<file path="config.mk">
export PLATFORM = sky130hd
export DESIGN_NAME = itch_msg_dispatcher
export DESIGN_NICKNAME = d
export VERILOG_FILES = /design/src/rtl/itch_pkg.sv /design/src/rtl/itch_type_lookup.sv /design/src/rtl/itch_msg_dispatcher.sv
export SDC_FILE = /design/constraint.sdc
export NUM_CORES = 1
export LEC_CHECK = 0
export CAP_MARGIN = 25
export CORE_ASPECT_RATIO = 1.25
export CORE_MARGIN = 4
export CORE_UTILIZATION = 57
export CTS_BUF_LIST = sky130_fd_sc_hd__clkbuf_4 sky130_fd_sc_hd__clkbuf_8
export CTS_CLUSTER_SIZE = 20
export DETAILED_ROUTE_END_ITERATION = 6
export PLACE_DENSITY_LB_ADDON = 0.15
export SLEW_MARGIN = 20
export SYNTH_ARGS = -nofsm -noshare
export SYNTH_HDL_FRONTEND = slang
export SYNTH_HIERARCHICAL = 1
export SYNTH_SLANG_ARGS = --single-unit
</file>
<file path="constraint.sdc">
create_clock -name clk -period 14.9 [get_ports clk]
set_clock_uncertainty 0.1 [all_clocks]
set_input_delay 2.98 -clock clk [delete_from_list [all_inputs] [get_ports clk]]
set_output_delay 2.98 -clock clk [all_outputs]
set_load 0.05 [all_outputs]
</file>
<file path="src/rtl/itch_pkg.sv">
// ============================================================================
// Module      : itch_pkg
// Description : Shared types and constants for the ITCH message dispatcher.
// Revision    : 1.0 - initial release
// ============================================================================
`default_nettype none

package itch_pkg;

    localparam int TRACKER_W    = 6;
    localparam int WORD_W       = 64;
    localparam int TYPE_TABLE_N = 8;

    // Parser i serves TYPE_CODE[i]; codes are unique so the lookup stays one-hot.
    localparam logic [7:0] TYPE_CODE [TYPE_TABLE_N] = '{
        8'h4F,  // 'O' order book state
        8'h41,  // 'A' add order
        8'h45,  // 'E' order executed
        8'h58,  // 'X' order cancel
        8'h44,  // 'D' order delete
        8'h55,  // 'U' order replace
        8'h46,  // 'F' add order with attribution
        8'h43   // 'C' executed with price
    };

    typedef enum logic [1:0] {
        S_IDLE  = 2'd0,
        S_ALIGN = 2'd1,
        S_BUSY  = 2'd2,
        S_ABORT = 2'd3
    } state_t;

endpackage

`default_nettype wire

</file>
<file path="src/rtl/itch_type_lookup.sv">
// ============================================================================
// Module      : itch_type_lookup
// Description : Combinational type byte to {hit, one-hot parser index}.
// Revision    : 1.0 - initial release
// ============================================================================
`default_nettype none

module itch_type_lookup
    import itch_pkg::*;
#(
    parameter int NUM_PARSERS = 4    // must not exceed TYPE_TABLE_N
) (
    input  logic [7:0]             type_byte,
    output logic                   hit,
    output logic [NUM_PARSERS-1:0] sel_onehot
);

    always_comb begin
        sel_onehot = '0;
        for (int i = 0; i < NUM_PARSERS; i++) begin
            if (type_byte == TYPE_CODE[i]) begin
                sel_onehot[i] = 1'b1;
            end
        end
    end

    assign hit = |sel_onehot;

endmodule

`default_nettype wire

</file>
<file path="src/rtl/itch_msg_dispatcher.sv">
// ============================================================================
// Module      : itch_msg_dispatcher
// Description : Finds each ITCH message type byte in the 64-bit stream and
//               enables the matching field parser until it reports its end.
//               Optional ITCH_DISPATCH_STATS_EN adds msg/err counters.
// Revision    : 1.0 - initial release
// ============================================================================
`default_nettype none

module itch_msg_dispatcher
    import itch_pkg::*;
#(
    parameter int NUM_PARSERS = 4,
    parameter int MAX_WORDS   = 8
) (
    input  logic                             clk,
    input  logic                             rst,
    input  logic [WORD_W-1:0]                data_in,
    input  logic                             data_valid,
    output logic                             data_ready,
    output logic [NUM_PARSERS-1:0]           parser_en,
    output logic [TRACKER_W-1:0]             parser_tracker,
    input  logic [NUM_PARSERS-1:0]           parser_end,
    input  logic [TRACKER_W*NUM_PARSERS-1:0] parser_next,
    output logic [7:0]                       msg_type,
    output logic                             busy,
    output logic                             err_unknown,
    output logic                             err_timeout
`ifdef ITCH_DISPATCH_STATS_EN
    ,
    output logic [32*NUM_PARSERS-1:0]        msg_count,
    output logic [15:0]                      err_count
`endif
);

    localparam int CNT_W = $clog2(MAX_WORDS + 2);

    state_t                 state_q, state_d;
    logic [TRACKER_W-1:0]   tracker_q, tracker_d;
    logic [TRACKER_W-1:0]   ptrk_q, ptrk_d;
    logic [TRACKER_W-1:0]   next_sel;
    logic [NUM_PARSERS-1:0] sel_q, sel_d;
    logic [NUM_PARSERS-1:0] hit_vec, en_c;
    logic [CNT_W-1:0]       cnt_q, cnt_d;
    logic                   last_q, last_d;
    logic [7:0]             msg_type_q, msg_type_d;
    logic [7:0]             type_byte;
    logic                   hit, end_sel, accept_end;
    logic                   err_unk_c, err_to_c, ready_c;

    assign type_byte = data_in[tracker_q +: 8];

    itch_type_lookup #(
        .NUM_PARSERS (NUM_PARSERS)
    ) u_lookup (
        .type_byte  (type_byte),
        .hit        (hit),
        .sel_onehot (hit_vec)
    );

    always_comb begin
        end_sel  = |(parser_end & sel_q);
        next_sel = '0;
        for (int i = 0; i < NUM_PARSERS; i++) begin
            if (sel_q[i]) begin
                next_sel = parser_next[i*TRACKER_W +: TRACKER_W];
            end
        end
    end

    always_comb begin
        state_d    = state_q;
        tracker_d  = tracker_q;
        ptrk_d     = ptrk_q;
        sel_d      = sel_q;
        cnt_d      = cnt_q;
        last_d     = last_q;
        msg_type_d = msg_type_q;
        en_c       = '0;
        err_unk_c  = 1'b0;
        err_to_c   = 1'b0;
        ready_c    = 1'b1;
        accept_end = 1'b0;

        case (state_q)
            S_IDLE: begin
                if (data_valid) begin
                    msg_type_d = type_byte;
                    if (hit) begin
                        sel_d = hit_vec;
                        if (tracker_q == TRACKER_W'(56)) begin
                            state_d = S_ALIGN;
                        end else begin
                            en_c    = hit_vec;
                            ptrk_d  = tracker_q + TRACKER_W'(8);
                            cnt_d   = CNT_W'(1);
                            last_d  = 1'b0;
                            state_d = S_BUSY;
                        end
                    end else begin
                        // Unknown type: the rest of the word is untrustworthy, resync at byte 0.
                        err_unk_c = 1'b1;
                        tracker_d = '0;
                    end
                end
            end

            S_ALIGN: begin
                if (data_valid) begin
                    en_c    = sel_q;
                    ptrk_d  = '0;
                    cnt_d   = CNT_W'(1);
                    last_d  = 1'b0;
                    state_d = S_BUSY;
                end
            end

            S_BUSY: begin
                if (data_valid) begin
                    cnt_d = cnt_q + CNT_W'(1);
                    if (last_q) begin
                        en_c    = sel_q;
                        last_d  = 1'b0;
                        state_d = S_IDLE;
                    end else if (end_sel) begin
                        // End beats a coincident timeout; parser still needs its last word.
                        en_c       = sel_q;
                        tracker_d  = next_sel;
                        last_d     = 1'b1;
                        accept_end = 1'b1;
                    end else if (cnt_q == CNT_W'(MAX_WORDS)) begin
                        err_to_c = 1'b1;
                        state_d  = S_ABORT;
                    end else begin
                        en_c = sel_q;
                    end
                end
            end

            S_ABORT: begin
                ready_c   = 1'b0;
                tracker_d = '0;
                state_d   = S_IDLE;
            end

            default: begin
                state_d = S_IDLE;
            end
        endcase
    end

    always_ff @(posedge clk) begin
        if (rst) begin
            state_q    <= S_IDLE;
            tracker_q  <= '0;
            ptrk_q     <= '0;
            sel_q      <= '0;
            cnt_q      <= '0;
            last_q     <= 1'b0;
            msg_type_q <= '0;
        end else begin
            state_q    <= state_d;
            tracker_q  <= tracker_d;
            ptrk_q     <= ptrk_d;
            sel_q      <= sel_d;
            cnt_q      <= cnt_d;
            last_q     <= last_d;
            msg_type_q <= msg_type_d;
        end
    end

    // Combinational outputs are masked while rst is held so nothing leaks to the parsers.
    assign parser_en      = rst ? '0   : en_c;
    assign parser_tracker = rst ? '0   : ptrk_d;
    assign err_unknown    = rst ? 1'b0 : err_unk_c;
    assign err_timeout    = rst ? 1'b0 : err_to_c;
    assign data_ready     = rst ? 1'b1 : ready_c;
    assign msg_type       = msg_type_q;
    assign busy           = (state_q != S_IDLE);

`ifdef ITCH_DISPATCH_STATS_EN
    logic [32*NUM_PARSERS-1:0] msg_count_q, msg_count_d;
    logic [15:0]               err_count_q, err_count_d;

    always_comb begin
        msg_count_d = msg_count_q;
        err_count_d = err_count_q;
        for (int i = 0; i < NUM_PARSERS; i++) begin
            if (accept_end && sel_q[i]) begin
                msg_count_d[i*32 +: 32] = msg_count_q[i*32 +: 32] + 32'd1;
            end
        end
        if ((err_unk_c || err_to_c) && (err_count_q != 16'hFFFF)) begin
            err_count_d = err_count_q + 16'd1;
        end
    end

    always_ff @(posedge clk) begin
        if (rst) begin
            msg_count_q <= '0;
            err_count_q <= '0;
        end else begin
            msg_count_q <= msg_count_d;
            err_count_q <= err_count_d;
        end
    end

    assign msg_count = msg_count_q;
    assign err_count = err_count_q;
`endif

endmodule

`default_nettype wire

</file>
* Yosys cells after proc, flatten, opt, wreduce, memory -nomap -nowiden
Index checks and enable logic that the tools add are counted.
Operators by class: muxes and demuxes 65, add/sub/neg operators 2, bitwise logic cells 1, equal/unequal tests 19, reductions and logical operators 11, shifts and indexed selects 1
Operators by type and width (number):
- $mux W6 | 14
- $shiftx A64 B7 Y8 | 1
- $mux W4 | 14
- $eq A8 B7 Y1 const B | 4
- $pmux W4 S3 | 2
- $mux W1 | 23
- $pmux W6 S3 | 1
- $reduce_and A6 Y1 | 3
- $mux W2 | 8
- $ne A2 B2 Y1 const B | 8
- $pmux W6 S2 | 1
- $pmux W2 S4 | 1
- $reduce_or A4 Y1 | 2
- $add A6 B4 Y6 const B | 1
- $eq A6 B6 Y1 const B | 1
- $ne A3 B3 Y1 const B | 2
- $reduce_bool A3 Y1 | 2
- $add A4 B1 Y4 const B | 1
- $and A4 B4 Y4 | 1
- $eq A2 B2 Y1 const B | 2
- $eq A4 B4 Y1 const B | 1
- $pmux W1 S3 | 1
- $reduce_and A3 Y1 | 1
- $eq A2 B1 Y1 const B | 1
- other kinds (3) | 3
Word-level totals: flip-flop bits (word level) 31, input port bits 95, output and inout bits 22, word-level logic and storage cells 106

* Longest topological paths before layout
Gate-level depths: netlist of the first run.
depth in word-level cells 8, gate-level depth with buffers 18, depth with buffers taken out 14

* Modules after synthesis
Netlist of the first run, hierarchy kept.
By module, submodules not included:
- itch_msg_dispatcher | instances 1, area each 4944.7 sq um, sequential area each 620.6 sq um, cells an instance 567
- itch_type_lookup | instances 1, area each 111.4 sq um, sequential area each 0.0 sq um, cells an instance 14

* Worst setup path before layout of the first run
No wires, ideal clock.
kind in2out, from input port data_in[20], to output port parser_en[0], arrival 6.768 ns, buffers on the path 0, cell stages on the path 11, data required time 11.820 ns, slack 5.052 ns, path through mux4_1 > mux4_2 > o21ai_0 > o32ai_1 > or4b_4 > a21o_2 > o21ai_2 > nand2_1 > a31oi_1 > a22oi_1 > nor3_1
Between the ends: longest elaborated chain between the ends 8, elaborated cells on any way between the ends 15, classes of those cells eq/ne (4); shift (1); mux (9); reduce/logical (1)
RTL lines:
- start: declaration | RTL line itch_msg_dispatcher.sv:18 | input logic [WORD_W-1:0] data_in,
- $shiftx A64 B7 Y8 (*) | RTL line itch_msg_dispatcher.sv:51 | assign type_byte = data_in[tracker_q +: 8];
- via type_byte[1] | RTL line itch_msg_dispatcher.sv:47 | logic [7:0] type_byte;
- $eq A8 B7 Y1 | RTL line itch_type_lookup.sv:21 | if (type_byte == TYPE_CODE[i]) begin
- $mux W1 | RTL line itch_type_lookup.sv:21
- $reduce_or A4 Y1 (*) | RTL line itch_type_lookup.sv:27 | assign hit = |sel_onehot;
- via hit | RTL line itch_msg_dispatcher.sv:48 | logic hit, end_sel, accept_end;
- $mux W4 (*) | RTL line itch_msg_dispatcher.sv:89 | if (hit) begin
- $mux W4 (*) | RTL line itch_msg_dispatcher.sv:87 | if (data_valid) begin
- $pmux W4 S3 (*) | RTL line itch_msg_dispatcher.sv:85 | case (state_q)
- $mux W4 (*) | RTL line itch_msg_dispatcher.sv:173 | assign parser_en = rst ? '0 : en_c;
- end: declaration | RTL line itch_msg_dispatcher.sv:21 | output logic [NUM_PARSERS-1:0] parser_en,
Mark *: on every way through the listed nets, which the timed path passes. The rest lies on a longest branch.

* Worst setup path after layout of the first run
from input port data_in[6], to output port parser_tracker[5]
Between the ends: longest elaborated chain between the ends 8, elaborated cells on any way between the ends 14, classes of those cells eq/ne (4); shift (1); mux (8); reduce/logical (1)
RTL lines:
- $shiftx A64 B7 Y8 (*) | RTL line itch_msg_dispatcher.sv:51
- via type_byte[1] | RTL line itch_msg_dispatcher.sv:47
- $eq A8 B7 Y1 | RTL line itch_type_lookup.sv:21
- $mux W1 | RTL line itch_type_lookup.sv:21
- $reduce_or A4 Y1 (*) | RTL line itch_type_lookup.sv:27
- via hit | RTL line itch_msg_dispatcher.sv:48
- $mux W6 (*) | RTL line itch_msg_dispatcher.sv:89
- $mux W6 (*) | RTL line itch_msg_dispatcher.sv:87
- $pmux W6 S2 (*) | RTL line itch_msg_dispatcher.sv:85
- $mux W6 (*)
- end: declaration | RTL line itch_msg_dispatcher.sv:22 | output logic [TRACKER_W-1:0] parser_tracker,
Marks and branches as above.

==> impl_metrics.tcl, run 1 <==
set metrics [dict create \
    initial_core_util_pct 58.43 \
    worstMarginPinSlew_ns 0.9994 \
    yosysTopAreaCell "mux4_2" \
    fin_setup_tns_ns 0 \
    synth-edff-count 0 \
    hold_violations 0 \
    synth_top_area_share_pct 13.36 \
    syn_area_per_cell_um2 8.702 \
    synth_simple_gate_area_share_pct 20.12 \
    clk_pin_slew_ns 0.06 \
    cp-end-kind "output pin" \
    fin_ws_ns 3.917 \
    cts_sinks 31 \
    rr_startpoint "tracker_q[1]$_SDFFE_PP0P_" \
    hp-start "cnt_q[1]$_SDFFE_PP0P_" \
    drive_gt1_share_pct 12.65 \
    grt_max_degree 78 \
    io_buffers 116 \
    maxSlewHeadroom_pct 32.50 \
    htreeDepth 2 \
    detail-route-antenna-nets 0 \
    cts_buffer_depth 2 \
    postCtsHoldBufs 0 \
    max_cap_viol_count 0 \
    critPathKind "input port to output pin" \
    wl_per_cell_um 22.56 \
    clock_latency_ns 0.28 \
    route.detailed.drc 0 \
    core_um2 8653 \
    arrival_ns 7.90 \
    post_cts.repair.setup_buffers 0 \
    cts_tree "built" \
    r2r_slack_ns 9.39 \
    first_iter_violations 568 \
    root_buffer "clkbuf_8" \
    fmax_mhz 91.05 \
    pwr_density_cell_nw_per_um2 54.29 \
    wl_um 17690 \
    grt_pass1_wl_um 27340 \
    synth_area_leaders "mux4_2, mux2i_1, dfxtp_1, mux4_1, a22oi_1" \
    fin_nets 767 \
    ys_async_sr_fraction_pct 0 \
    dp_worst_setup_slack_ns 4.021 \
    synth_nets 685 \
    fp.dieH_um 113.3 \
    antenna_found_initial 0 \
    leakage_nw 1.918 \
    firstDrtPassIters 5 \
    period_needed_ns 10.98 \
    worstHoldPathCells 2 \
    r2r_cells 13 \
    yosysWarningCount 6 \
    cts_resized 0 \
    setup_viol 0 \
    rsz0062_at_grt "false" \
    vias 5512 \
    synthXorXnorAreaFrac_pct 0.1732 \
    yosys_register_bits 31 \
    grtUsageTotal_pct 32.70 \
    cts_made_buffers 5 \
    num_antenna_cells 0 \
    startpoint_type "input port" \
    synthFlopType "dfxtp_1" \
    cp_max_fo 7 \
    post-dp-hpwl_um 13410 \
    synthAdderAreaFrac_pct 2.227 \
    ios 117 \
    whs_endpoint "cnt_q[1]$_SDFFE_PP0P_" \
    finalCritPeriodShare_pct 73.71 \
    cp.required_ns 11.82 \
    area_delta_synth_final_pct 23.04 \
    syn-cell-area_um2 5056 \
    r2r-end "ptrk_q[5]$_DFF_P_" \
    place_congestion 0.9822 \
    synth-seq-area-share_pct 12.27 \
    row_count 38 \
    dieArea_um2 10450 \
    grt-ovfl-total 0 \
    slew_viol_final 0 \
    synthCells 581 \
    synth_cell_types 77 \
    grt_pass1_vias 5287 \
    synth_top_family_by_area "multiplexers" \
    muxShareOfSynthArea_pct 35.51 \
    min_path_type "register to register" \
    viasPerCell 7.031 \
    synth-compound-area-share_pct 22.37 \
    irDropWorstVdd_v 0.0001260 \
    outcome "finished clean" \
    die_w_um 92.24 \
]
## synthesized netlist by cell type, types with 3 or more instances
library cell  instances
a221oi_1              8
o21ai_0              21
o31ai_1               6
nor4_1                3
nor2b_1              17
or2b_1                3
o221ai_1              3
a31oi_1               5
nor2_1               49
mux4_1                9
o21bai_1              3
mux4_2               30
buf_2                15
and2_1                6
o21a_1                3
a22o_1                4
nand3b_1              3
o211ai_1              5
nor3_1               16
o22ai_1              19
a211oi_1              7
mux2_2               18
or2_2                 3
buf_4                 4
a22oi_1              28
o2111ai_1             3
nand2_1              50
or3b_2                3
nand2b_1              7
mux2i_1              63
dfxtp_1              31
a21oi_1              20
a311oi_1              3
ha_1                  9
buf_6                10
inv_1                12
nand4_1               4
nand3_1              18
clkbuf_1             13
## power by group
group          switching, mW  internal (mW)
Sequential           0.00652         0.0897
Clock                 0.0315         0.0541
Combinational         0.0890         0.0670
Total                  0.127          0.211
## kinds of logic after synthesis
| kind of cell | count (synthesis) |
|---|---|
| compound gates | 159 |
| buf+inv | 60 |
| flops | 31 |
| xor+xnor | 1 |
| simple gates | 199 |
| fa+ha+maj | 9 |
| mux | 122 |
## layout by cell type (no fill, tap or decap), types with 8 or more instances in the layout
master,count
nor3_1,16
a21oi_1,20
mux2i_1,63
nor2b_1,17
o21ai_0,21
dfxtp_1,28
mux2_2,18
nand2_1,50
mux4_1,9
a221oi_1,8
inv_1,12
clkdlybuf4s50_1,116
a22oi_1,28
ha_1,9
nor2_1,49
nand3_1,18
mux4_2,30
o22ai_1,19
## critical path, stage by stage
cell and delay, ns:
clkdlybuf4s50_1 0.48, mux4_1 0.55, mux4_2 0.49, o21ai_0 0.24, o32ai_1 0.19, or4b_4 0.64, a21o_2 0.21, o21ai_2 0.09
nand2_1 0.17, a31oi_1 0.47, o22ai_1 0.33, a22oi_1 0.25, nor2_1 0.08, clkdlybuf4s50_1 0.72
## metrics by stage
stage | utilization (%) | std cells | power [mW] | hold slack (ns) | instance area [um^2]
finish | 71.89 | 784 | 0.3378 | 0.3944 | 6221
floorplan | - | 581 | 0.1865 | 0.3577 | 5056
CTS | 71.89 | 784 | 0.3372 | 0.3946 | 6221
global placement | 70.46 | 776 | 0.2464 | 0.3751 | 6097
detailed placement | 70.53 | 776 | 0.2507 | 0.3847 | 6103
global route | 71.89 | 784 | 0.3527 | 0.4164 | 6221
## layout make-up
type	count	area, um^2
multi-input cells	490	4071
fillers	694	2432
repair buffers	122	1206
flip-flops and latches	31	626.9
well taps	120	150.1
clock buffers	6	82.58
inverters	13	48.80
clock inverters	2	35.03
## worst max path at each step
stage                      startpoint  slack, ns  depth (start not counted)                 to
after floorplan           data_in[20]       5.05                         11       parser_en[0]
after global placement     data_in[6]       4.15                         14  parser_tracker[5]
after detailed placement   data_in[7]       4.02                         14  parser_tracker[5]
after CTS                  data_in[6]       4.01                         14  parser_tracker[5]
after global routing       data_in[7]       3.61                         14  parser_tracker[5]
final                      data_in[6]       3.92                         14  parser_tracker[5]
## state kept, by name, summed over array words and instances (netlist names)
register and flops:
last_q 1, state_q 2, cnt_q 4, tracker_q 6, sel_q 4, msg_type 8, ptrk_q 6
## metal layers
metal  GRT usage [%]  vias to the layer above  share of wire [%]
met5               0                        -                  0
met2           58.92                      336                 51
met1           38.42                     2643                 36
li1                -                     2466                  -
met4           14.67                        0                4.4
met3           4.388                       67                8.4
Note: power is estimated with default switching activity, not from simulation.
==> inputs of run 2 (changes only) <==
--- a/config.mk
+++ b/config.mk
@@ -8,7 +8,7 @@
 export CAP_MARGIN = 25
 export CORE_ASPECT_RATIO = 1.25
 export CORE_MARGIN = 4
-export CORE_UTILIZATION = 57
+export CORE_UTILIZATION = 48
 export CTS_BUF_LIST = sky130_fd_sc_hd__clkbuf_4 sky130_fd_sc_hd__clkbuf_8
 export CTS_CLUSTER_SIZE = 20
 export DETAILED_ROUTE_END_ITERATION = 6
==> constraint.sdc (replaced) <==
create_clock -name clk -period 9.4 [get_ports clk]
set_clock_uncertainty 0.1 [all_clocks]
set_input_delay 1.88 -clock clk [delete_from_list [all_inputs] [get_ports clk]]
set_output_delay 1.88 -clock clk [all_outputs]
set_load 0.05 [all_outputs]
==> impl_metrics.tcl, run 2 (synthesis results as in run 1) <==
set metrics [dict create \
    power_frac_comb_pct 48.5 \
    cts_made_buffers 5 \
    antenna_found_initial 0 \
    critPathMaxStageDelay_ns 0.71 \
    min_path_type "register to register" \
    final_cell_mix "clkdlybuf4s50_1, mux2i_1, nand2_1, nor2_1, mux4_2" \
    dieArea_um2 12250 \
    vias 5411 \
    largest_reg_flops 8 \
    hold_violations 0 \
    grt_pass1_wl_um 28510 \
    io_buffers 116 \
    critPathKind "input port to output pin" \
    rsz0062_at_grt "false" \
    row_count 41 \
    pwr_density_cell_nw_per_um2 80.91 \
    initial_core_util_pct 49.53 \
    finalCritPeriodShare_pct 93.00 \
    wl_um 18290 \
    route.detailed.drc 0 \
    ios 117 \
    htreeDepth 2 \
    crit_top_cell "clkdlybuf4s50_1" \
    num_antenna_cells 0 \
    grtUsageTotal_pct 29.27 \
    dpl.cell_count 787 \
    arrival_ns 6.76 \
    postCtsHoldBufs 0 \
    clk_pin_slew_ns 0.06 \
    die_w_um 99.80 \
    fp.dieH_um 122.7 \
    power_frac_clock_pct 21.3 \
    fin_setup_tns_ns 0 \
    cts_buffer_depth 2 \
    outcome "finished clean" \
    detail-route-antenna-nets 0 \
    place_congestion 0.9348 \
    period_needed_ns 8.742 \
    cp_max_fo 7 \
    p_int_mw 0.3055 \
    utilization_pct 60.90 \
    cp-end-kind "output pin" \
    max_cap_viol_count 0 \
    crit_chain "clkdlybuf4s50_1, mux4_1, mux4_2, o21ai_0, o32ai_1, or4b_4, a21o_2, o21ai_2, nand2_1, a31oi_1, o22ai_1, a22oi_1, nor2_1, clkdlybuf4s50_1" \
    post-dp-hpwl_um 14070 \
    slew_viol_final 0 \
    viasPerCell 6.815 \
    cp.required_ns 7.42 \
    first_iter_violations 567 \
    fmax_mhz 114.4 \
    maxSlewHeadroom_pct 35.83 \
    grt_max_degree 48 \
    post_cts.repair.setup_buffers 0 \
    clock_latency_ns 0.29 \
    final_common_cell "clkdlybuf4s50_1" \
    swShare_pct 39.27 \
    cts_resized 0 \
    irDropWorstVdd_v 0.0001132 \
    grt_pass1_vias 5352 \
    startpoint_type "input port" \
    drive_gt1_share_pct 12.78 \
    crit_slowest_cell "clkdlybuf4s50_1" \
    p_seq_share_pct 30.2 \
    setup_viol 0 \
    grt-ovfl-total 0 \
    wl_per_cell_um 23.03 \
    cts_sinks 31 \
    worstMarginPinSlew_ns 0.9625 \
    fin_nets 769 \
    firstDrtPassIters 5 \
    leakage_nw 1.915 \
    core_um2 10210 \
    root_buffer "clkbuf_8" \
    area_delta_synth_final_pct 22.96 \
    fin_cells 794 \
    power.switching_mw 0.1975 \
    cts_tree "built" \
]
## run 2: changes by cell type in the layout (fill, tap and decap cells not counted)
cell,before,now
buf_4,6,8
bufinv_16,1,0
## run 2: cell type report
class / instances / area, um^2
Clock buffer: 6 / 82.58
Clock inverter: 1 / 5.005
Fill cell: 895 / 3991
Inverter: 13 / 48.80
Multi-Input combinational cell: 490 / 4071
Sequential cell: 31 / 626.9
Tap cell: 129 / 161.4
Timing Repair Buffer: 124 / 1221
## run 2: stage by stage
step	area, um^2	setup WS, ns	power, mW	hold slack (ns)
floorplan	5056	1.752	0.2957	0.3577
global route	6217	0.2840	0.5314	0.4320
finish	6217	0.6578	0.5030	0.3972
global placement	6123	0.8402	0.3928	0.3759
CTS	6217	0.6962	0.5028	0.3987
detailed placement	6130	0.7108	0.3964	0.3893
## run 2: routing by layer
metal / global-route usage, % / vias up / share of wire [%]
met5: 0 / - / 0
met4: 9.394 / 0 / 2.2
met3: 3.638 / 34 / 6.8
met2: 52.46 / 271 / 52
met1: 36.23 / 2642 / 39
li1: - / 2464 / -
## run 2: path summary, 6_finish.rpt
check | slack, ns | cells after the start | start | to
max | 0.66 | 14 | data_in[4] | parser_tracker[5]
min | 0.40 | 2 | cnt_q[1]$_SDFFE_PP0P_ | cnt_q[1]$_SDFFE_PP0P_
max reg2reg | 4.12 | 13 | tracker_q[2]$_SDFFE_PP0P_ | ptrk_q[5]$_DFF_P_
min reg2reg | 0.40 | 2 | cnt_q[1]$_SDFFE_PP0P_ | cnt_q[1]$_SDFFE_PP0P_
## run 2: power groups by stage
stage,Combinational [mW],Clock (mW),Sequential (mW)
CTS,0.243,0.108,0.152
global route,0.264,0.114,0.154
detailed placement,0.241,0,0.155
floorplan,0.119,0,0.177
finish,0.244,0.107,0.152
global placement,0.238,0,0.154
## run 2: critical path, delay by kind of cell
kind / cells / cell delay (ns)
compound gates: 7 / 1.77
simple gates: 3 / 0.87
buf+inv: 2 / 1.18
mux: 2 / 1.05
==> inputs of run 3 (changes only) <==
--- a/config.mk
+++ b/config.mk
@@ -8,8 +8,8 @@
 export CAP_MARGIN = 25
 export CORE_ASPECT_RATIO = 1.25
 export CORE_MARGIN = 4
-export CORE_UTILIZATION = 48
-export CTS_BUF_LIST = sky130_fd_sc_hd__clkbuf_4 sky130_fd_sc_hd__clkbuf_8
+export CORE_UTILIZATION = 47
+export CTS_BUF_LIST = sky130_fd_sc_hd__clkbuf_16
 export CTS_CLUSTER_SIZE = 20
 export DETAILED_ROUTE_END_ITERATION = 6
 export PLACE_DENSITY_LB_ADDON = 0.15
==> impl_metrics.tcl, run 3 (synthesis results as in run 1) <==
set metrics [dict create \
    outcome "finished clean" \
    grt-ovfl-total 0 \
    clock_latency_ns 0.27 \
    largest_reg_flops 8 \
    grt_use_met3_pct 4.090 \
    crit_chain "clkdlybuf4s50_1, mux4_1, mux4_2, o21ai_0, o32ai_1, or4b_4, a21o_2, o21ai_2, nand2_1, a31oi_1, o22ai_1, a22oi_1, nor2_1, clkdlybuf4s50_1" \
    clk_pin_slew_ns 0.05 \
    cp_top_family "compound AO/OA/AOI/OAI gates" \
    htreeDepth 2 \
    final_cell_mix "clkdlybuf4s50_1, mux2i_1, nand2_1, nor2_1, mux4_2" \
    viasPerCell 6.744 \
    ios 117 \
    max_cap_viol_count 0 \
    maxSlewHeadroom_pct 32.89 \
    grt_max_degree 70 \
    hold_violations 0 \
    vias 5375 \
    die_w_um 100.8 \
    place_congestion 0.9392 \
    drive_gt1_share_pct 12.63 \
    wl_per_cell_um 22.38 \
    swShare_pct 35.24 \
    grt_pass1_vias 5234 \
    route.detailed.drc 0 \
    p_total_mw 0.5740 \
    grtUsageMet1_pct 34.92 \
    p_seq_share_pct 26.5 \
    cts_tree "built" \
    worstMarginPinSlew_ns 1.007 \
    critPathBufInv 2 \
    min_path_type "register to register" \
    critPathMaxStageDelay_ns 0.72 \
    power_frac_clock_pct 31.0 \
    final_common_cell "clkdlybuf4s50_1" \
    cp.required_ns 7.42 \
    critPathKind "input port to output pin" \
    rsz0062_at_grt "false" \
    root_buffer "clkbuf_16" \
    fin_area_um2 6290 \
    pwr_density_cell_nw_per_um2 91.27 \
    postCtsHoldBufs 0 \
    startpoint_type "input port" \
    multi_input_area_um2 4071 \
    crit_slowest_cell "clkdlybuf4s50_1" \
    seq_area_um2 626.9 \
    initial_core_util_pct 47.87 \
    fill_cells 972 \
    slew_viol_final 0 \
    grt_pass1_wl_um 27680 \
    leakage_nw 1.944 \
    cts_buffer_depth 2 \
    power_frac_comb_pct 42.6 \
    power.switching_mw 0.2023 \
    cp_max_fo 7 \
    p_int_mw 0.3717 \
    area_delta_synth_final_pct 24.40 \
    arrival_ns 6.75 \
    fin_nets 768 \
    fin_setup_tns_ns 0 \
    core_um2 10560 \
    post_cts.repair.setup_buffers 0 \
    antenna_found_initial 0 \
    cts_resized 0 \
    grt_busiest_layer "met2" \
    cts_sinks 31 \
    num_antenna_cells 0 \
    irDropWorstVdd_v 0.0001685 \
    finalCritPeriodShare_pct 92.86 \
    crit_top_cell "clkdlybuf4s50_1" \
    io_buffers 116 \
    placed_area_um2 6126 \
    setup_viol 0 \
    detail-route-antenna-nets 0 \
    gr-usage-met2_pct 48.72 \
    grtUsageTotal_pct 28.11 \
    cts_made_buffers 5 \
    period_needed_ns 8.729 \
    fp.dieH_um 124.0 \
    row_count 42 \
    wl_um 17840 \
    fmax_mhz 114.6 \
    post-dp-hpwl_um 13810 \
    utilization_pct 59.55 \
    cp-end-kind "output pin" \
    firstDrtPassIters 5 \
    first_iter_violations 466 \
    dieArea_um2 12490 \
]
-- run 3: changes by cell type in the layout (fill, tap and decap cells not counted), sizes merged --
cell,before,now
clkinv,2,3
buf,8,7
clkbuf,6,5
bufinv,0,1
-- run 3: layout make-up --
cell class / count / share of cell area, %
clock inverters: 3 / 0.6167
well taps: 132 / 2.626
clock buffers: 5 / 1.989
flip-flops and latches: 31 / 9.966
multi-input cells: 490 / 64.73
inverters: 13 / 0.7758
repair buffers: 123 / 19.30
-- run 3: path summary, 6_finish.rpt --
check / startpoint / endpoint / slack, ns / cells past startpoint
worst max-delay path: data_in[6] / parser_tracker[5] / 0.67 / 14
worst min-delay path: cnt_q[1]$_SDFFE_PP0P_ / cnt_q[1]$_SDFFE_PP0P_ / 0.39 / 2
worst max register to register: tracker_q[1]$_SDFFE_PP0P_ / ptrk_q[5]$_DFF_P_ / 3.97 / 13
worst min register to register: cnt_q[1]$_SDFFE_PP0P_ / cnt_q[1]$_SDFFE_PP0P_ / 0.39 / 2
-- run 3: power by group through the flow --
| stage | clock [mW] | sequential (mW) | combinational (mW) |
|---|---|---|---|
| after floorplan | 0 | 0.177 | 0.119 |
| after global placement | 0 | 0.155 | 0.239 |
| after detailed placement | 0 | 0.155 | 0.242 |
| after CTS | 0.180 | 0.152 | 0.243 |
| after global routing | 0.189 | 0.154 | 0.264 |
| final | 0.178 | 0.152 | 0.244 |
-- run 3: worst min-delay path, delay by kind of cell, from the launching register on --
kind            cells  cell delay [ns]
compound gates      1             0.05
flops               1             0.33
simple gates        1             0.06
-- run 3: routing by layer --
| layer | routed length, um | vias to the layer above |
|---|---|---|
| met5 | 0 | - |
| met1 | 6719 | 2586 |
| li1 | - | 2465 |
| met4 | 614 | 0 |
| met2 | 9017 | 281 |
| met3 | 1483 | 43 |
-- run 3: metrics by stage --
| stage | hold WS, ns | instances | setup WS [ns] |
|---|---|---|---|
| after CTS | 0.3940 | 797 | 0.7054 |
| after global placement | 0.3763 | 789 | 0.8331 |
| after global routing | 0.4217 | 797 | 0.4085 |
| final | 0.3902 | 797 | 0.6709 |
| after floorplan | 0.3577 | 581 | 1.752 |
| after detailed placement | 0.3869 | 789 | 0.7289 |
